[config.mk]
export PLATFORM = sky130hd
export DESIGN_NAME = rx_bit_timer
export DESIGN_NICKNAME = d
export VERILOG_FILES = /design/src/rtl/usb_rx_pkg.sv /design/src/rtl/flex_counter.sv /design/src/rtl/rx_bit_timer.sv
export SDC_FILE = /design/constraint.sdc
export NUM_CORES = 1
export LEC_CHECK = 0
export ABC_AREA = 1
export CORE_UTILIZATION = 25
export CTS_CLUSTER_SIZE = 20
export DETAILED_ROUTE_END_ITERATION = 7
export PLACE_DENSITY_LB_ADDON = 0.3
export SETUP_SLACK_MARGIN = 0.2
export SLEW_MARGIN = 20
export SYNTH_ARGS = -nofsm -noshare
export SYNTH_HDL_FRONTEND = slang
export SYNTH_HIERARCHICAL = 1
export SYNTH_SLANG_ARGS = --single-unit
export TNS_END_PERCENT = 30
[constraint.sdc]
create_clock -name clk -period 1.9 [get_ports clk]
set_input_delay 0.285 -clock clk [delete_from_list [all_inputs] [get_ports clk]]
set_output_delay 0.285 -clock clk [all_outputs]
set_load 0.01 [all_outputs]
[src/rtl/usb_rx_pkg.sv]
// Shared constants and types for the USB receive path.
// Holds bit/byte sizing constants and the bit counter type.
package usb_rx_pkg;

   localparam int BITS_PER_BYTE        = 8;
   localparam int DEFAULT_CLKS_PER_BIT = 8;
   localparam int MAX_ONES             = 6;

   typedef logic [$clog2(BITS_PER_BYTE)-1:0] bit_cnt_t;

endpackage

[src/rtl/flex_counter.sv]
// Parameterized rollover counter with clear, restart and enable.
// Ports: clk, n_rst, clear (->0), restart (->1), count_enable,
//        rollover_val (last value before wrap to 0), count_out.
module flex_counter #(
   parameter int WIDTH = 4
) (
   input  logic             clk,
   input  logic             n_rst,
   input  logic             clear,
   input  logic             restart,
   input  logic             count_enable,
   input  logic [WIDTH-1:0] rollover_val,
   output logic [WIDTH-1:0] count_out
);

   logic [WIDTH-1:0] count_nxt;

   // restart treats the current cycle as count 0, so the
   // next value is 1 rather than 0
   always_comb begin
      count_nxt = count_out;
      if (clear) begin
         count_nxt = '0;
      end else if (restart) begin
         count_nxt = WIDTH'(1);
      end else if (count_enable) begin
         if (count_out == rollover_val) begin
            count_nxt = '0;
         end else begin
            count_nxt = count_out + WIDTH'(1);
         end
      end
   end

   always_ff @(posedge clk or negedge n_rst) begin
      if (!n_rst) begin
         count_out <= '0;
      end else begin
         count_out <= count_nxt;
      end
   end

endmodule

[src/rtl/rx_bit_timer.sv]
// USB receive bit timing and bit unstuffing.
// Ports: clk, n_rst, rcving, d_edge, d_orig in; bit_tick,
//        shift_enable, byte_received, stuff_bit, stuff_error out.
module rx_bit_timer #(
   parameter int CLKS_PER_BIT = usb_rx_pkg::DEFAULT_CLKS_PER_BIT,
   parameter int SAMPLE_POINT = 3,
   parameter int MAX_ONES     = usb_rx_pkg::MAX_ONES
) (
   input  logic clk,
   input  logic n_rst,
   input  logic rcving,
   input  logic d_edge,
   input  logic d_orig,
   output logic bit_tick,
   output logic shift_enable,
   output logic byte_received,
   output logic stuff_bit,
   output logic stuff_error
);

   import usb_rx_pkg::*;

   localparam int CW = $clog2(CLKS_PER_BIT);
   localparam int OW = $clog2(MAX_ONES + 1);

   localparam logic [CW-1:0] CLK_TOP  = CW'(CLKS_PER_BIT - 1);
   localparam logic [CW-1:0] SAMPLE   = CW'(SAMPLE_POINT);
   localparam logic [OW-1:0] ONES_MAX = OW'(MAX_ONES);
   localparam bit_cnt_t      BIT_TOP  = bit_cnt_t'(BITS_PER_BYTE - 1);

   logic [CW-1:0] clk_cnt;
   bit_cnt_t      bit_cnt;
   logic [OW-1:0] ones_cnt;
   logic [OW-1:0] ones_nxt;
   logic          at_limit;
   logic          err_set;

   // Every d_plus transition re-centres the bit phase
   flex_counter #(
      .WIDTH(CW)
   ) u_clk_cnt (
      .clk         (clk),
      .n_rst       (n_rst),
      .clear       (!rcving),
      .restart     (d_edge),
      .count_enable(1'b1),
      .rollover_val(CLK_TOP),
      .count_out   (clk_cnt)
   );

   flex_counter #(
      .WIDTH($bits(bit_cnt_t))
   ) u_bit_cnt (
      .clk         (clk),
      .n_rst       (n_rst),
      .clear       (!rcving),
      .restart     (1'b0),
      .count_enable(shift_enable),
      .rollover_val(BIT_TOP),
      .count_out   (bit_cnt)
   );

   assign bit_tick = rcving && (clk_cnt == SAMPLE);
   assign at_limit = (ones_cnt == ONES_MAX);

   // A zero after MAX_ONES ones is a stuffed bit and is dropped;
   // a one at that point is a violation but still passed on
   always_comb begin
      shift_enable = 1'b0;
      stuff_bit    = 1'b0;
      err_set      = 1'b0;
      ones_nxt     = ones_cnt;
      if (bit_tick) begin
         unique case (1'b1)
            d_orig && !at_limit: begin
               shift_enable = 1'b1;
               ones_nxt     = ones_cnt + OW'(1);
            end
            d_orig && at_limit: begin
               shift_enable = 1'b1;
               err_set      = 1'b1;
            end
            !d_orig && at_limit: begin
               stuff_bit = 1'b1;
               ones_nxt  = '0;
            end
            default: begin
               shift_enable = 1'b1;
               ones_nxt     = '0;
            end
         endcase
      end
   end

   always_ff @(posedge clk or negedge n_rst) begin
      if (!n_rst) begin
         ones_cnt      <= '0;
         byte_received <= 1'b0;
         stuff_error   <= 1'b0;
      end else begin
         byte_received <= shift_enable && (bit_cnt == BIT_TOP);
         if (!rcving) begin
            ones_cnt    <= '0;
            stuff_error <= 1'b0;
         end else begin
            ones_cnt <= ones_nxt;
            if (err_set) begin
               stuff_error <= 1'b1;
            end
         end
      end
   end

endmodule
=== After elaboration in Yosys (flattened, before gate mapping) ===
Index checks and enable logic that the tools add are counted.

* Add/sub/neg operators: 3
* Equal/unequal tests: 8
* Multiplexer cells: 17
* Reduce and logical (&&, ||, !) cells: 8

{| class="wikitable"
|+ Operator list
! cell !! count
|-
| $mux 3 || 8
|-
| $add 3x1->3 const B || 3
|-
| $eq 3x3->1 const B || 3
|-
| $mux 1 || 8
|-
| $ne 2x1->1 const B || 3
|-
| $pmux 3 s2 || 1
|-
| $logic_and 1x1->1 || 5
|-
| $eq 3x2->1 const B || 1
|-
| $logic_not 1->1 || 2
|-
| $ne 2x2->1 const B || 1
|-
| $reduce_and 2->1 || 1
|}

* Flip-flop bits (word level): 11
* Bits of input ports: 5

=== Logic depth before layout (Yosys ltp) ===
Gate-level depths: netlist (run 1).

* Word-level depth: 6
* Depth in mapped cells: 11
* Depth with buffers taken out: 11

=== By module ===
The synthesis (run 1) kept the hierarchy.

{| class="wikitable"
|+ Modules (own cells, without submodules)
! module !! instances !! cells an instance !! area each (sq um) !! seq. area each (sq um)
|-
| flex_counter || 2 || 34 || 224.0 || 75.1
|-
| rx_bit_timer || 1 || 44 || 321.6 || 125.1
|}

=== Worst setup path after synthesis (run 1) ===
Ideal clock, no wire load.

* Path type: register to register
* Start: reg ones_cnt[0]
* End: reg u_bit_cnt.count_out[2]
* Setup time: 77 ps
* Data arrival time: 1,486 ps
* Required time: 1,823 ps
* Slack: 337 ps
* Cell stages (with the launch flop): 11
* Path through: dfrtp_1 -> inv_1 -> ha_1 -> nand2_1 -> nor2_1 -> nor2_1 -> inv_1 -> nand2_2 -> nand2_1 -> xor2_1 -> a21oi_1

* Cells in the longest elaborated chain, start to end: 5

{| class="wikitable"
|+ Ends and longest elaborated chain
! item !! RTL line !! text
|-
| from (decl) || rx_bit_timer.sv:33 || <nowiki>logic [OW-1:0] ones_cnt;</nowiki>
|-
| from (signal assigned) || rx_bit_timer.sv:106 || <nowiki>ones_cnt <= ones_nxt;</nowiki>
|-
| $eq 3x3->1 || rx_bit_timer.sv:64 || <nowiki>assign at_limit = (ones_cnt == ONES_MAX);</nowiki>
|-
| $logic_and 1x1->1 || rx_bit_timer.sv:83 || <nowiki>!d_orig && at_limit: begin</nowiki>
|-
| $mux 1 || rx_bit_timer.sv:74 || <nowiki>unique case (1'b1)</nowiki>
|-
| $mux 1 || rx_bit_timer.sv:73 || <nowiki>if (bit_tick) begin</nowiki>
|-
| via shift_enable || rx_bit_timer.sv:15 || <nowiki>output logic shift_enable,</nowiki>
|-
| $ne 2x1->1 (no line) || n/a ||
|-
| to (signal assigned) || flex_counter.sv:39 || <nowiki>count_out <= count_nxt;</nowiki>
|-
| to (decl) || flex_counter.sv:13 || <nowiki>output logic [WIDTH-1:0] count_out</nowiki>
|}

The timed path passes the listed nets, and every way through them passes these cells.
A chain may end at the register's enable or synchronous reset.

=== Worst setup path in the final report (run 1) ===
* Start: reg ones_cnt[0]
* End: out stuff_bit

* Cells in the longest elaborated chain, start to end: 4

{| class="wikitable"
|+ Ends and longest elaborated chain
! item !! RTL line !! text
|-
| $eq 3x3->1 || rx_bit_timer.sv:64 ||
|-
| $logic_and 1x1->1 || rx_bit_timer.sv:83 ||
|-
| $mux 1 || rx_bit_timer.sv:74 ||
|-
| $mux 1 || rx_bit_timer.sv:73 ||
|-
| to (decl) || rx_bit_timer.sv:17 || <nowiki>output logic stuff_bit,</nowiki>
|}

Every way passes these cells.

==> results of run 1 <==
power by group through the flow:
stage | logic [mW] | registers [mW] | clock network [mW]
5_1_grt | 0.101 | 0.247 | 0.188
6_report | 0.0852 | 0.245 | 0.169
3_3_place_gp | 0.0829 | 0.250 | 0
4_1_cts | 0.0855 | 0.245 | 0.173
3_5_place_dp | 0.0846 | 0.250 | 0
2_1_floorplan | 0.0478 | 0.251 | 0
metrics by stage:
stage                     setup TNS [ps]  instances  total power, mW
after floorplan                        0        124            0.299
after global placement             -15.1        174            0.333
after detailed placement           -18.2        174            0.334
after CTS                              0        179            0.504
after global routing                   0        179            0.536
final                                  0        179            0.499
timing repair:
item                                    in CTS  in global routing
endpoints found under the setup margin       3                  3
setup buffers                                1                  0
cloned                                       0                  0
resized for setup                            4                 10
pin swaps                                    1                  0
cells in the mapped netlist:
cell	n	share of area (%)
dfrtp_1	11	36
nor2_4	1	1.5
nand2_1	41	20
xnor2_1	2	2.3
nand2_2	3	2.4
nand4_1	2	1.6
nor2_1	7	3.4
xor2_1	2	2.3
nor3_1	2	1.3
inv_1	17	8.3
conb_1	2	0.98
nand3_2	3	3.9
ha_1	4	6.5
nor2_2	2	1.6
o22ai_1	1	0.81
inv_2	3	1.5
nand3_1	5	3.3
a21oi_1	2	1.3
o21ai_1	2	1.3
path summary, 6_finish.rpt:
| kind | from | end | depth (start not counted) |
|---|---|---|---|
| worst max-delay path | ones_cnt[0] | stuff_bit | 5 |
| worst min-delay path | n_rst | ones_cnt[0] | 1 |
| worst max register to register | ones_cnt[0] | u_bit_cnt/count_out[2] | 10 |
| worst min register to register | ones_cnt[1] | ones_cnt[1] | 2 |
| max in group asynchronous | n_rst | u_clk_cnt/count_out[1] | 1 |
| min in group clk | ones_cnt[1] | ones_cnt[1] | 2 |
layer usage:
metal  share of wire, %  vias up
li1                   -      396
met1                 49      327
met2                 46       12
met3                3.2        2
met4                1.1        0
met5                  0        -
kinds of logic (layout without fill, tap and decap cells):
logic type	Yosys count	in the layout	share of synthesized area, %
other	2	14	0.976
adder cells (fa/ha/maj)	4	4	6.50
XOR/XNOR	4	4	4.55
AND/OR/NAND/NOR	66	66	39.0
flip-flops	11	11	35.8
buffers and inverters	20	44	9.76
AO/OA/AOI/OAI	5	5	3.42
state kept, by name (all words and copies together), names as in the netlist:
name / cells
ones_cnt: 3
u_bit_cnt/count_out: 3
u_clk_cnt/count_out: 3
byte_received: 1
stuff_error: 1
layout make-up:
cell class | count | area share, %
sequential | 11 | 26.3
multi-input combinational | 93 | 45.3
timing repair buffer | 20 | 15.1
inverter | 20 | 7.17
clock buffer | 4 | 2.51
tap | 31 | 3.70
==> flow_metrics.py, run 1 <==
metrics = {
    "outcome": {
        "outcome": "complete, but fails checks",
        "violations": "DRC",
    },
    "drt": {
        "routedWlPerCell_um": 8.85,
        "wirelength_um": 1580,
        "drtIter0Drc": 16,
        "ant_nets": 0,
        "viasPerCell": 4.12,
        "dr.pass1.iters": 8,
        "vias": 737,
        "drc": 2,
    },
    "floorplanning": {
        "dieHeight_um": 57.5,
        "fp.dieW_um": 57.5,
        "die_area_um2": 3300,
        "initial_core_util_pct": 27.2,
        "rows": 19,
        "core_um2": 2830,
        "ios": 10,
    },
    "clock_network": {
        "cts_buffer_depth": 2,
        "clk_pin_slew_ps": 80,
        "cts_hold_buf": 0,
        "cts_num_sinks": 11,
        "htreeDepth": 1,
        "cts_buffers": 3,
        "cts_tree": "built",
        "clock_latency_ps": 270,
        "cts_root_buffer": "clkbuf_4",
    },
    "sta": {
        "fin_ws_ps": 272,
        "slew_headroom_pct": 63.9,
        "max_freq_mhz": 614,
        "setup_viol": 0,
        "layout_min_cycle_time_ps": 1630,
        "fin_crit_sh_pct": 85.7,
        "tightest_slew_ps": 540,
        "rsz0062_at_grt": "yes",
        "fin_skew_ps": 3.35,
        "drv_slew": 0,
        "hold_viol_final": 0,
        "timing.hold.ws_ps": 364,
    },
    "grt": {
        "grtUsageTotal_pct": 11.6,
        "grt_pass1_wl_um": 2960,
        "grtUsageMet2_pct": 19.6,
        "grt_max_degree": 12,
        "grtUsageMet1_pct": 14.4,
        "grt_pass1_vias": 706,
        "antenna_found_initial": 0,
        "use_met3_pct": 2.04,
        "gr-max-usage-layer": "met2",
        "overflow": 0,
    },
    "placed_design": {
        "pre_cts_slack_ps": -18.2,
        "place_hpwl_um": 1260,
        "placed_cell_area_um2": 1020,
        "numPortBuffers": 9,
        "place.gp.congestion": 0.713,
    },
    "layout": {
        "layout_common_cells": "nand2_1, inv_1, conb_1, dfrtp_1, buf_4",
        "final_core_util_pct": 37.0,
        "antenna_cells": 0,
        "seqCellArea_um2": 275,
        "fin_area_um2": 1050,
        "area_growth_pct": 36.1,
        "fin_nets": 158,
        "final_common_cell": "nand2_1",
        "multiInputGateArea_um2": 474,
        "drive_gt1_share_pct": 22.3,
        "fill_cells": 320,
    },
    "critical_path": {
        "critical-path-slowest-cell": "dfrtp_1",
        "arrival_ps": 1340,
        "cp-start-kind": "flip-flop",
        "critical_path_class": "reg2out",
        "end_kind": "output port",
        "setup.reg_to_reg.worst_slack_ps": 450,
        "cp.buffers_inverters": 2,
        "required_ps": 1620,
        "path_delay_family": "flip-flops",
        "crit_chain": "inv_1, ha_1, nand2_2, nor3_1, clkbuf_2",
        "crit_fanout": 3,
        "critical_path.max_stage_delay_ps": 390,
    },
    "power_and_ir_drop": {
        "power_density_nw_per_um2": 477,
        "p_int_mw": 0.357,
        "clkPwrFrac_pct": 33.8,
        "p_sw_mw": 0.142,
        "pwr-share-comb_pct": 17.1,
        "power.share.switching_pct": 28.5,
        "ir_drop_mv": 0.245,
        "p_leak_nw": 0.594,
        "seqPwrFrac_pct": 49.1,
    },
    "synth": {
        "syn-instance-count": 112,
        "syn_area_um2": 769,
        "yosys_warnings": 6,
        "synthDistinctLibCells": 19,
        "synth-seq-cells": 11,
        "ys_seq_area_share_pct": 35.8,
        "avgSynthCellArea_um2": 6.87,
    },
    "flow_run": {
        "maxCapViolCount": 0,
    },
    "worst_hold_path": {
        "min_path_type": "in2async",
    },
}
(Power assumes the default switching activity.)
==> run 2, diff against run 1 <==
CORE_UTILIZATION = 52   (was 25)
GPL_TIMING_DRIVEN = 0   (was unset)
==> run 2 against run 1 <==
Effect of this change: the flow now finishes without violations; total power shrank 2.3%; routed wire length shrank 7.2%; setup slack worse by 19 ps; count of clock-buffer cells in the layout did not move; register-to-register slack worse by 20 ps; design area fell by 5.9%; first-iteration DRC count fell by 19%; cell count is 13% lower; non-clock buffer count down 7; largest cell class unchanged.
==> flow_metrics.py, run 2 (synthesized netlist as in run 1, its figures left out) <==
metrics = {
    "drt": {
        "drc": 0,
        "dr.pass1.iters": 4,
        "drtIter0Drc": 13,
        "vias": 709,
        "ant_nets": 0,
        "wirelength_um": 1470,
        "viasPerCell": 4.54,
        "routedWlPerCell_um": 9.42,
    },
    "placed_design": {
        "placed_cell_area_um2": 923,
        "place.gp.congestion": 0.745,
        "placed_cells": 148,
        "place_hpwl_um": 1120,
        "numPortBuffers": 9,
        "pre_cts_slack_ps": -215,
    },
    "layout": {
        "layout_common_cells": "nand2_1, inv_1, conb_1, dfrtp_1",
        "final_common_cell": "nand2_1",
        "fin_nets": 151,
        "drive_gt1_share_pct": 19.9,
        "area_growth_pct": 28.1,
        "instances_no_fill": 156,
        "antenna_cells": 0,
        "reg_top3": "ones_cnt: 3 flops, u_bit_cnt/count_out: 3 flops, u_clk_cnt/count_out: 3 flops",
        "fill_cells": 103,
        "fin_area_um2": 986,
    },
    "critical_path": {
        "crit_fanout": 5,
        "cp-start-kind": "flip-flop",
        "setup.reg_to_reg.worst_slack_ps": 430,
        "end_kind": "output port",
        "cp.depth": 6,
        "critical_path_class": "reg2out",
        "endpoint": "shift_enable",
        "crit_chain": "inv_1, ha_2, nand2_2, nor2_2, nor2_2, clkbuf_2",
        "path_delay_family": "flip-flops",
        "critical_path.max_stage_delay_ps": 370,
        "arrival_ps": 1360,
        "reg2reg_from": "ones_cnt[0]",
        "cp_common_cell": "nor2_2",
        "required_ps": 1620,
        "reg2reg_depth": 10,
        "crit_start": "ones_cnt[0]",
        "critical-path-slowest-cell": "dfrtp_1",
        "r2r-end": "u_bit_cnt/count_out[2]",
        "cp.buffers_inverters": 2,
    },
    "flow_run": {
        "maxCapViolCount": 0,
    },
    "clock_network": {
        "htreeDepth": 1,
        "cts_root_buffer": "clkbuf_4",
        "clock_latency_ps": 270,
        "cts_tree": "built",
        "cts_buffer_depth": 2,
        "cts_buffers": 3,
        "cts_hold_buf": 0,
        "cts_num_sinks": 11,
        "clk_pin_slew_ps": 70,
    },
    "floorplanning": {
        "core_um2": 1330,
        "fp.dieW_um": 40.5,
        "rows": 13,
        "dieHeight_um": 40.5,
        "ios": 10,
        "initial_core_util_pct": 57.7,
        "die_area_um2": 1640,
    },
    "sta": {
        "rsz0062_at_grt": "yes",
        "drv_slew": 0,
        "hold_viol_final": 0,
        "setup_viol": 0,
        "layout_min_cycle_time_ps": 1650,
        "max_freq_mhz": 607,
        "slew_headroom_pct": 65.8,
        "fin_skew_ps": 1.92,
        "tightest_slew_ps": 512,
        "fin_crit_sh_pct": 86.7,
        "fin_ws_ps": 253,
    },
    "grt": {
        "grtUsageTotal_pct": 22.4,
        "grt_pass1_vias": 596,
        "antenna_found_initial": 0,
        "grt_max_degree": 12,
        "grt_pass1_wl_um": 2350,
        "overflow": 0,
    },
    "power_and_ir_drop": {
        "p_leak_nw": 0.562,
        "power_density_nw_per_um2": 494,
        "ir_drop_mv": 0.344,
    },
    "outcome": {
        "outcome": "completed",
    },
    "worst_hold_path": {
        "min_path_type": "in2async",
    },
}
## run 2: metrics by stage
stage	setup TNS [ps]	hold slack, ps	utilization (%)	power (mW)
final	0	355	73.9	0.487
after global placement	-362	518	69.2	0.321
after CTS	0	369	73.7	0.489
after global routing	0	396	73.9	0.513
after floorplan	0	-10.6	-	0.299
after detailed placement	-410	540	69.2	0.324
## run 2: worst min path at each step
stage,from,end,slack [ps]
2_1_floorplan,n_rst,byte_received,-10
3_3_place_gp,ones_cnt[1],ones_cnt[1],520
4_1_cts,n_rst,ones_cnt[2],370
6_report,n_rst,stuff_error,360
5_1_grt,n_rst,u_clk_cnt/count_out[1],400
3_5_place_dp,stuff_error,stuff_error,540
## run 2: final cells by class
type | count | area (um^2) | area share, %
Timing Repair Buffer | 13 | 108 | 10.9
Sequential cell | 11 | 277 | 28.0
Tap cell | 15 | 18.8 | 1.90
Multi-Input combinational cell | 93 | 482 | 48.9
Clock buffer | 4 | 26.3 | 2.66
Inverter | 20 | 75.1 | 7.61
## run 2: power by group
part           leakage (nW)  total (mW)  switching, mW  internal (mW)
sequential            0.149       0.246        0.00623          0.240
combinational         0.399      0.0804         0.0485         0.0319
clock                0.0150       0.161         0.0799         0.0812
total                 0.562       0.487          0.135          0.353
## run 2: timing repair
item,CTS,global route
endpoints found under the hold margin,0,0
setup endpoints to repair,3,2
gates resized for setup,8,7
buffers inserted,4,0
pin swaps,1,1
## run 2: layer usage
metal / up-vias / global-route usage [%] / share of wire, %
met3: 2 / 5.00 / 3.3
li1: 383 / - / -
met1: 311 / 27.9 / 47
met2: 13 / 36.5 / 49
met4: 0 / 10.0 / 0.82
met5: - / 0 / 0
